File: config.mk
export PLATFORM = sky130hd
export DESIGN_NAME = iq_correction_sat_flat
export DESIGN_NICKNAME = d
export VERILOG_FILES = /design/src/rtl/iq_correction_sat_if.sv /design/src/rtl/iq_correction_sat.sv /design/src/flat_wrapper.sv
export SDC_FILE = /design/constraint.sdc
export NUM_CORES = 2
export LEC_CHECK = 0
export ABC_AREA = 1
export BUFFER_PORTS_ARGS = -buffer_cell sky130_fd_sc_hd__buf_2
export CAP_MARGIN = 20
export CORE_MARGIN = 4
export CORE_UTILIZATION = 45
export CTS_BUF_LIST = sky130_fd_sc_hd__clkbuf_16
export CTS_CLUSTER_DIAMETER = 50
export DETAILED_ROUTE_END_ITERATION = 8
export HOLD_SLACK_MARGIN = 0.02
export SETUP_SLACK_MARGIN = 0.15
export SYNTH_ARGS = -nofsm -noshare
export SYNTH_HDL_FRONTEND = slang
export SYNTH_SLANG_ARGS = --single-unit
File: constraint.sdc
create_clock -name clk -period 8.4 [get_ports clk]
set_input_delay 1.26 -clock clk [delete_from_list [all_inputs] [get_ports clk]]
set_output_delay 1.26 -clock clk [all_outputs]
set_load 0.02 [all_outputs]
File: src/rtl/iq_correction_sat_if.sv
// Sample stream bundle for the IQ corrector: one sample in, one corrected sample out.
// Handshake: in_valid qualifies IQ_i_* on the cycle it is high; there is no ready/back-pressure,
// and out_valid qualifies IQ_o_* exactly four cycles after the matching in_valid.
interface iq_correction_sat_if #(
  parameter int INPUT_WIDTH  = 14,
  parameter int OUTPUT_WIDTH = 16
);
  logic                           in_valid;
  logic signed [INPUT_WIDTH-1:0]  IQ_i_real;
  logic signed [INPUT_WIDTH-1:0]  IQ_i_imag;
  logic                           out_valid;
  logic signed [OUTPUT_WIDTH-1:0] IQ_o_real;
  logic signed [OUTPUT_WIDTH-1:0] IQ_o_imag;

  modport master (
    output in_valid, IQ_i_real, IQ_i_imag,
    input  out_valid, IQ_o_real, IQ_o_imag
  );

  modport slave (
    input  in_valid, IQ_i_real, IQ_i_imag,
    output out_valid, IQ_o_real, IQ_o_imag
  );
endinterface

File: src/rtl/iq_correction_sat.sv
// Four-stage IQ offset + 2x2 matrix corrector with round-half-up, output saturation,
// a saturation monitor, atomic double-buffered coefficient loads and an equal-latency bypass.
module iq_correction_sat #(
  parameter int INPUT_WIDTH     = 14,
  parameter int OUTPUT_WIDTH    = 16,
  parameter int GAIN_WIDTH      = 24,
  parameter int GAIN_WIDTH_FRAC = 12,
  parameter int COUNT_WIDTH     = 16
) (
  input  logic                          clk,
  input  logic                          rst,
  iq_correction_sat_if.slave            s,
  input  logic signed [INPUT_WIDTH-1:0] Bvect1,
  input  logic signed [INPUT_WIDTH-1:0] Bvect2,
  input  logic signed [GAIN_WIDTH-1:0]  Amat11,
  input  logic signed [GAIN_WIDTH-1:0]  Amat12,
  input  logic signed [GAIN_WIDTH-1:0]  Amat21,
  input  logic signed [GAIN_WIDTH-1:0]  Amat22,
  input  logic                          coef_load,
  input  logic                          bypass,
  input  logic                          sat_clear,
  output logic                          sat_flag,
  output logic [COUNT_WIDTH-1:0]        sat_count
);
  localparam int IW   = INPUT_WIDTH;
  localparam int OW   = OUTPUT_WIDTH;
  localparam int GW   = GAIN_WIDTH;
  localparam int FRAC = GAIN_WIDTH_FRAC;
  localparam int XW   = IW + 1;       // offset-corrected sample
  localparam int PW   = XW + GW;      // single product
  localparam int SW   = PW + 1;       // sum of two products
  localparam int RW   = SW - FRAC;    // rounded, rescaled sum
  localparam int CW   = RW + OW;      // comparison width for the saturator

  localparam logic signed [GW-1:0] UNITY   = {{(GW-1){1'b0}}, 1'b1} << FRAC;
  localparam logic signed [SW-1:0] RND     = {{(SW-1){1'b0}}, 1'b1} << (FRAC - 1);
  localparam logic signed [CW-1:0] SAT_MAX = {{(CW-OW+1){1'b0}}, {(OW-1){1'b1}}};
  localparam logic signed [CW-1:0] SAT_MIN = {{(CW-OW+1){1'b1}}, {(OW-1){1'b0}}};

  // Active coefficient set
  logic signed [IW-1:0] act_b1, act_b2;
  logic signed [GW-1:0] act_a11, act_a12, act_a21, act_a22;

  // Stage 1
  logic                 s1_vld, s1_byp;
  logic signed [XW-1:0] s1_re_c, s1_im_c;
  logic signed [IW-1:0] s1_raw_re, s1_raw_im;
  logic signed [GW-1:0] s1_a11, s1_a12, s1_a21, s1_a22;

  // Stage 2
  logic                 s2_vld, s2_byp;
  logic signed [PW-1:0] s2_p11, s2_p12, s2_p21, s2_p22;
  logic signed [IW-1:0] s2_raw_re, s2_raw_im;

  // Stage 3
  logic                 s3_vld, s3_byp;
  logic signed [RW-1:0] s3_re, s3_im;
  logic signed [IW-1:0] s3_raw_re, s3_raw_im;

  logic signed [SW-1:0] sum_re, sum_im;
  logic signed [CW-1:0] sel_re, sel_im;
  logic [OW:0]          sat_re, sat_im;
  logic                 sat_s, sat_ev;

  // Returns {saturated, clamped value}
  function automatic logic [OW:0] saturate(input logic signed [CW-1:0] v);
    if (v > SAT_MAX)      return {1'b1, SAT_MAX[OW-1:0]};
    else if (v < SAT_MIN) return {1'b1, SAT_MIN[OW-1:0]};
    else                  return {1'b0, v[OW-1:0]};
  endfunction

  always_ff @(posedge clk) begin
    if (rst) begin
      act_b1  <= '0;
      act_b2  <= '0;
      act_a11 <= UNITY;
      act_a12 <= '0;
      act_a21 <= '0;
      act_a22 <= UNITY;
    end else if (coef_load) begin
      act_b1  <= Bvect1;
      act_b2  <= Bvect2;
      act_a11 <= Amat11;
      act_a12 <= Amat12;
      act_a21 <= Amat21;
      act_a22 <= Amat22;
    end
  end

  // The stage-1 copy reads the active set before a same-cycle load lands in it,
  // so a sample accepted alongside coef_load still sees the old B and A together.
  always_ff @(posedge clk) begin
    if (rst) begin
      s1_vld    <= 1'b0;
      s1_byp    <= 1'b0;
      s1_re_c   <= '0;
      s1_im_c   <= '0;
      s1_raw_re <= '0;
      s1_raw_im <= '0;
      s1_a11    <= UNITY;
      s1_a12    <= '0;
      s1_a21    <= '0;
      s1_a22    <= UNITY;
    end else begin
      s1_vld    <= s.in_valid;
      s1_byp    <= bypass;
      s1_re_c   <= XW'(s.IQ_i_real) + XW'(act_b1);
      s1_im_c   <= XW'(s.IQ_i_imag) + XW'(act_b2);
      s1_raw_re <= s.IQ_i_real;
      s1_raw_im <= s.IQ_i_imag;
      s1_a11    <= act_a11;
      s1_a12    <= act_a12;
      s1_a21    <= act_a21;
      s1_a22    <= act_a22;
    end
  end

  always_ff @(posedge clk) begin
    if (rst) begin
      s2_vld    <= 1'b0;
      s2_byp    <= 1'b0;
      s2_p11    <= '0;
      s2_p12    <= '0;
      s2_p21    <= '0;
      s2_p22    <= '0;
      s2_raw_re <= '0;
      s2_raw_im <= '0;
    end else begin
      s2_vld    <= s1_vld;
      s2_byp    <= s1_byp;
      s2_p11    <= PW'(s1_a11) * PW'(s1_re_c);
      s2_p12    <= PW'(s1_a12) * PW'(s1_im_c);
      s2_p21    <= PW'(s1_a21) * PW'(s1_re_c);
      s2_p22    <= PW'(s1_a22) * PW'(s1_im_c);
      s2_raw_re <= s1_raw_re;
      s2_raw_im <= s1_raw_im;
    end
  end

  always_comb begin
    sum_re = SW'(s2_p11) + SW'(s2_p12) + RND;
    sum_im = SW'(s2_p21) + SW'(s2_p22) + RND;
  end

  always_ff @(posedge clk) begin
    if (rst) begin
      s3_vld    <= 1'b0;
      s3_byp    <= 1'b0;
      s3_re     <= '0;
      s3_im     <= '0;
      s3_raw_re <= '0;
      s3_raw_im <= '0;
    end else begin
      s3_vld    <= s2_vld;
      s3_byp    <= s2_byp;
      s3_re     <= RW'(sum_re >>> FRAC);
      s3_im     <= RW'(sum_im >>> FRAC);
      s3_raw_re <= s2_raw_re;
      s3_raw_im <= s2_raw_im;
    end
  end

  // Bypass shares the saturator so a narrow output still clamps, but never counts.
  always_comb begin
    sel_re = s3_byp ? CW'(s3_raw_re) : CW'(s3_re);
    sel_im = s3_byp ? CW'(s3_raw_im) : CW'(s3_im);
    sat_re = saturate(sel_re);
    sat_im = saturate(sel_im);
    sat_s  = !s3_byp && (sat_re[OW] || sat_im[OW]);
    sat_ev = s3_vld && sat_s;
  end

  always_ff @(posedge clk) begin
    if (rst) begin
      s.out_valid <= 1'b0;
      s.IQ_o_real <= '0;
      s.IQ_o_imag <= '0;
    end else begin
      s.out_valid <= s3_vld;
      s.IQ_o_real <= sat_re[OW-1:0];
      s.IQ_o_imag <= sat_im[OW-1:0];
    end
  end

  // A clear coinciding with an event leaves exactly that one event recorded.
  always_ff @(posedge clk) begin
    if (rst) begin
      sat_flag  <= 1'b0;
      sat_count <= '0;
    end else if (sat_clear) begin
      sat_flag  <= sat_ev;
      sat_count <= sat_ev ? COUNT_WIDTH'(1) : '0;
    end else if (sat_ev) begin
      sat_flag <= 1'b1;
      if (sat_count != '1) sat_count <= sat_count + COUNT_WIDTH'(1);
    end
  end
endmodule

File: src/flat_wrapper.sv
// flat-port wrapper written by rule: the top's interface ports become plain ports
module iq_correction_sat_flat 
#(
  parameter int INPUT_WIDTH     = 14,
  parameter int OUTPUT_WIDTH    = 16,
  parameter int GAIN_WIDTH      = 24,
  parameter int GAIN_WIDTH_FRAC = 12,
  parameter int COUNT_WIDTH     = 16
)
  (clk, rst, Bvect1, Bvect2, Amat11, Amat12, Amat21, Amat22, coef_load, bypass, sat_clear, sat_flag, sat_count, s_in_valid, s_IQ_i_real, s_IQ_i_imag, s_out_valid, s_IQ_o_real, s_IQ_o_imag);
  iq_correction_sat_if #(.INPUT_WIDTH(INPUT_WIDTH), .OUTPUT_WIDTH(OUTPUT_WIDTH)) s_i ();
  input  logic clk;
  input  logic rst;
  input  logic signed [INPUT_WIDTH-1:0] Bvect1;
  input  logic signed [INPUT_WIDTH-1:0] Bvect2;
  input  logic signed [GAIN_WIDTH-1:0] Amat11;
  input  logic signed [GAIN_WIDTH-1:0] Amat12;
  input  logic signed [GAIN_WIDTH-1:0] Amat21;
  input  logic signed [GAIN_WIDTH-1:0] Amat22;
  input  logic coef_load;
  input  logic bypass;
  input  logic sat_clear;
  output logic sat_flag;
  output logic [COUNT_WIDTH-1:0] sat_count;
  input wire logic [$bits(s_i.in_valid)-1:0] s_in_valid;
  input wire logic [$bits(s_i.IQ_i_real)-1:0] s_IQ_i_real;
  input wire logic [$bits(s_i.IQ_i_imag)-1:0] s_IQ_i_imag;
  output wire logic [$bits(s_i.out_valid)-1:0] s_out_valid;
  output wire logic [$bits(s_i.IQ_o_real)-1:0] s_IQ_o_real;
  output wire logic [$bits(s_i.IQ_o_imag)-1:0] s_IQ_o_imag;
  assign s_i.in_valid = s_in_valid;
  assign s_i.IQ_i_real = s_IQ_i_real;
  assign s_i.IQ_i_imag = s_IQ_i_imag;
  assign s_out_valid = s_i.out_valid;
  assign s_IQ_o_real = s_i.IQ_o_real;
  assign s_IQ_o_imag = s_i.IQ_o_imag;
  iq_correction_sat #(.INPUT_WIDTH(INPUT_WIDTH), .OUTPUT_WIDTH(OUTPUT_WIDTH), .GAIN_WIDTH(GAIN_WIDTH), .GAIN_WIDTH_FRAC(GAIN_WIDTH_FRAC), .COUNT_WIDTH(COUNT_WIDTH)) u_core (.clk(clk), .rst(rst), .s(s_i), .Bvect1(Bvect1), .Bvect2(Bvect2), .Amat11(Amat11), .Amat12(Amat12), .Amat21(Amat21), .Amat22(Amat22), .coef_load(coef_load), .bypass(bypass), .sat_clear(sat_clear), .sat_flag(sat_flag), .sat_count(sat_count));
endmodule
==> After elaboration in Yosys (flattened, before gate mapping) <==
Index checks and enable logic that the tools add are counted.
{ "word_totals": {"out_inout_bits": 50, "elab_cells": 74, "inputBits": 158, "register_bits": 602} }
{ "op_classes": {"n_addsub": 7, "n_mux": 12, "magnitude_cmp": 4, "reduce_logical": 9, "n_mul": 4, "eq_ne": 1} }
{ "op_table": {"columns": ["cell", "n"], "rows": [
  ["multiplier 24 x 15 -> 39 bit", 4],
  ["greater-than comparator 44 x 16 -> 1 bit, second input constant", 2],
  ["< comparator 44 x 16 -> 1 bit, second input constant", 2],
  ["2-to-1 mux 44 bit", 2],
  ["adder 39 x 39 -> 40 bit", 2],
  ["adder 40 x 13 -> 40 bit, second input constant", 2],
  ["2-to-1 mux 17 bit", 4],
  ["2-to-1 mux 16 bit", 3],
  ["adder 14 x 14 -> 15 bit", 2],
  ["adder 16 x 1 -> 16 bit, second input constant", 1],
  ["inequality test 16 bit, second input constant", 1],
  ["nonzero test 2 bit", 2],
  ["OR reduction 2 bit", 2],
  ["2-to-1 mux 1 bit", 3],
  ["logical AND 1 bit", 2],
  ["AND reduction 2 bit", 1],
  ["logical NOT 1 bit", 1],
  ["logical OR 1 bit", 1]
]} }

==> Depth between registers and ports, before layout <==
{ "depth": {"word_depth": 9, "mapped_depth": 28} }

==> Worst setup path before layout <==
No wires, ideal clock.
{ "synth_timing": {"kind": "register to register", "start": "reg u_core.s1_im_c[3]", "end": "reg u_core.s2_p22[37]", "period_less_slack_ns": 5.684, "stages_incl_launch_ff": 25, "arrival_ns": 5.557, "setup_time_ns": 0.128, "required_time_ns": 8.272, "path_slack_ns": 2.716, "cell_sequence": "dfxtp_1 clkbuf_1 clkbuf_1 nand2_1 fa_1 inv_1 fa_1 fa_1 inv_1 fa_1 inv_1 fa_1 inv_1 fa_1 inv_1 ha_1 inv_1 nor3_1 nand2_1 nor2_1 nand3_1 nand3_1 nand2_1 nand2_1 nor2_1"} }
{ "synth_between": {"elab_chain_len": 1} }
{ "synth_lines": {"columns": ["element", "line_no", "source"], "rows": [
  ["start, declared", "iq_correction_sat.sv:46", "logic signed [XW-1:0] s1_re_c, s1_im_c;"],
  ["start signal, assigned", "iq_correction_sat.sv:108", "s1_im_c <= XW'(s.IQ_i_imag) + XW'(act_b2);"],
  ["multiplier 24 x 15 -> 39 bit", "iq_correction_sat.sv:134", "s2_p22 <= PW'(s1_a22) * PW'(s1_im_c);"],
  ["end signal, assigned", "iq_correction_sat.sv:134", null],
  ["end, declared", "iq_correction_sat.sv:52", "logic signed [PW-1:0] s2_p11, s2_p12, s2_p21, s2_p22;"]
]} }
Every way passes these cells.
A chain may end at the register's enable or synchronous reset.

==> Final worst setup path <==
{ "layout_timing": {"start": "reg u_core.s1_im_c[14]", "end": "reg u_core.s2_p12[35]"} }
{ "layout_between": {"elab_chain_len": 1} }
{ "layout_lines": {"columns": ["element", "line_no", "source"], "rows": [
  ["multiplier 24 x 15 -> 39 bit", "iq_correction_sat.sv:132", "s2_p12 <= PW'(s1_a12) * PW'(s1_im_c);"],
  ["end signal, assigned", "iq_correction_sat.sv:132", null],
  ["end, declared", "iq_correction_sat.sv:52", null]
]} }
Every way passes these cells.

==> results.yml <==
clock_tree:
  cts.sinks: 602
  clk_latency_ps: 710
  clk_path_buf_depth: 3
  path_clk_slew_ps: 60
  root_buffer: "clkbuf_16"
  cts_buffers: 89
  cts_setup_buffers: 0
  htreeDepth: 3
  ctsHoldBuffers: 0
  tritoncts: "built"
  cts_resized: 0
setup_path:
  reg2reg_from: "u_core.s1_im_c[14]"
  crit_required_ps: 8990
  critical_path.startpoint_type: "flop"
  worstSetupPathType: "flop to flop"
  worstReg2RegEnd: "u_core.s2_p12[35]"
  arrival_ps: 7380
  cp_max_fo: 24
  critPathCaptureType: "flop"
  reg2reg_slack_ps: 1610
  reg2reg_depth: 19
global_route:
  grt_pass1_vias: 66800
  grt_usage_pct: 25.0
  grt_antenna_before_repair: 2
  grt_max_degree: 158
  grt.overflow.total: 0
  grt_pass1_wl_um: 358000
synth:
  netlist_area_um2: 77900
  synthCells: 10200
  synth_seq_area_share_pct: 15.5
  synth.area.top_cells: "fa_1, dfxtp_1, inv_1"
  synth_top_cell_area_share_pct: 34.9
  synth.largest_area_cell: "fa_1"
  synth_cell_types: 50
  syn-num-nets: 12300
  synth_seq_cells: 602
  syn_area_per_cell_um2: 7.65
  synth_warnings: 0
sta:
  relSlewSlack_pct: 19.2
  setup_viol: 0
  worst_slew_pin_slew_ps: 1210
  hold_viol: 0
  fin_tns_setup_ps: 0
  rsz0062_at_grt: "false"
  final.min_clock_period_ps: 6790
  period_share_pct: 80.9
  fin_worst_skew_ps: 21.0
  timing.fmax_mhz: 147
  finalMaxSlewViolations: 0
  setup_ws_ps: 1610
placed_design:
  placedCellCount: 12400
  gp_congestion: 0.906
  pre_cts_ws_ps: 1580
  hpwlAfterDp_um: 180000
  portBuffers: 207
cells_and_area:
  drive_gt1_share_pct: 5.12
  final_net_count: 12300
  area_growth_pct: 7.79
  stdcell_count: 12600
routing:
  ant_nets: 0
  drt-wirelength-per-cell_um: 17.5
  avgViaCountPerCell: 5.03
  drt_first_pass_iters: 8
  vias: 63200
  drc: 0
  routed_wl_um: 220000
  drt_iter0_drc: 3984
pwr:
  power_per_cell_area_nw_per_um2: 192
  finalPower_mw: 16.1
  leakagePower_nw: 46.8
  vdd_drop_max_mv: 0.152
min_path:
  holdPathEnd: "u_core.s3_raw_re[13]"
  hold_class: "flop to flop"
  worstHoldStart: "u_core.s2_raw_re[13]"
  hold_depth: 2
floorplan:
  dieArea_um2: 180000
  initial_core_util_pct: 45.3
  die_height_um: 424
  ios: 208
  core_um2: 172000
  die_width_um: 424
  fp-row-count: 152
run:
  maxCapViolations: 0
run_status:
  status: "complete, no violations"
power breakdown:
| part | switching, mW | internal, mW |
|---|---|---|
| clock network | 1.52 | 2.25 |
| logic | 5.47 | 2.96 |
| registers | 0.570 | 3.38 |
| total | 7.55 | 8.58 |
final cells by class:
class / count / area (µm²)
fillers: 17100 / 88000
repair buffers: 253 / 1470
clock inverters: 73 / 739
well taps: 2310 / 2890
multi-input cells: 6787 / 55300
clock buffers: 90 / 2250
diodes: 3 / 7.51
flip-flops and latches: 602 / 12100
inverters: 2443 / 9180
cell usage after synthesis, drive strengths merged:
library cell / n
a211oi: 3
a21boi: 6
a21o: 41
a21oi: 551
a31oi: 14
and2: 5
and3: 1
buf: 63
clkbuf: 288
clkinv: 4
dfxtp: 602
fa: 1358
ha: 579
inv: 2439
nand2: 2439
nand2b: 1
nand3: 195
nand3b: 5
nand4: 31
nor2: 974
nor3: 40
nor3b: 1
nor4: 7
o2111ai: 2
o211ai: 16
o21a: 38
o21ai: 358
o21bai: 39
o31ai: 2
or2: 36
xnor2: 14
xor2: 31
sequential cells by signal (all words and copies together), names as in the netlist, 15 cells and up:
register and count:
u_core.s2_p11 39, u_core.s2_p12 39, u_core.s2_p21 39, u_core.s2_p22 39, u_core.s3_im 28, u_core.s3_re 28, u_core.act_a11 24, u_core.act_a12 24
u_core.act_a21 24, u_core.act_a22 24, u_core.s1_a11 24, u_core.s1_a12 24, u_core.s1_a21 24, u_core.s1_a22 24, u_core.s.IQ_o_imag 16, u_core.s.IQ_o_real 16
u_core.sat_count 16, u_core.s1_im_c 15, u_core.s1_re_c 15
layout by cell type (no fill, tap or decap), types with 30 or more instances in the layout:
cell / instances
inv_1: 2448
nand2_1: 2419
fa_1: 1358
nor2_1: 965
ha_1: 579
dfxtp_1: 574
a21oi_1: 539
o21ai_0: 342
buf_2: 206
nand3_1: 192
clkbuf_16: 90
a21o_1: 41
buf_4: 40
o21bai_1: 38
o21a_1: 38
nor3_1: 36
or2_2: 34
xor2_1: 31
nand4_1: 30
critical path: stages (launching register included):
cell	delay (ps)
dfxtp_1	590
clkinv_1	810
buf_4	520
nor2_1	150
fa_1	450
fa_1	520
fa_1	440
fa_1	430
fa_1	520
inv_1	50
fa_1	490
inv_1	40
ha_1	370
nand2_1	140
nor4_1	560
nand2_1	100
nand2_1	170
nand3_1	120
a21oi_1	160
nor2_1	60
stage by stage:
| stage | utilization (%) | instance area (µm²) | hold WS (ps) |
|---|---|---|---|
| floorplan | - | 77900 | 388 |
| global placement | 47.0 | 80900 | 394 |
| detailed placement | 47.0 | 80900 | 394 |
| CTS | 48.8 | 83900 | 399 |
| global route | 48.8 | 84000 | 405 |
| finish | 48.8 | 84000 | 398 |
per-layer routing:
metal	track usage [%]	share of wire (%)
met2	44.0	49
met5	0	0
met4	9.11	3.8
met3	2.51	4.4
met1	31.9	42
worst max path at each step:
stage                   endpoint               start  slack (ps)  depth (start not counted)
5_1_grt        u_core.s2_p12[35]  u_core.s1_im_c[14]        1030                         19
4_1_cts        u_core.s2_p12[35]  u_core.s1_im_c[14]        1570                         19
3_3_place_gp   u_core.s2_p12[35]  u_core.s1_im_c[14]        1620                         19
3_5_place_dp   u_core.s2_p22[30]   u_core.s1_im_c[0]        1580                         18
6_report       u_core.s2_p12[35]  u_core.s1_im_c[14]        1610                         19
2_1_floorplan  u_core.s2_p22[37]   u_core.s1_im_c[3]        2720                         24
kinds of logic (layout without fill, tap and decap cells):
logic type,after synthesis,after routing,synth area share (%)
compound gates,1070,1070,7.47
xor+xnor,45,45,0.506
fa+ha+maj,1937,1937,44.2
buf+inv,2794,2859,13.5
flops,602,602,15.5
other cells,0,3,0
simple gates,3735,3735,18.9
Power figures use the tool's default switching activity.
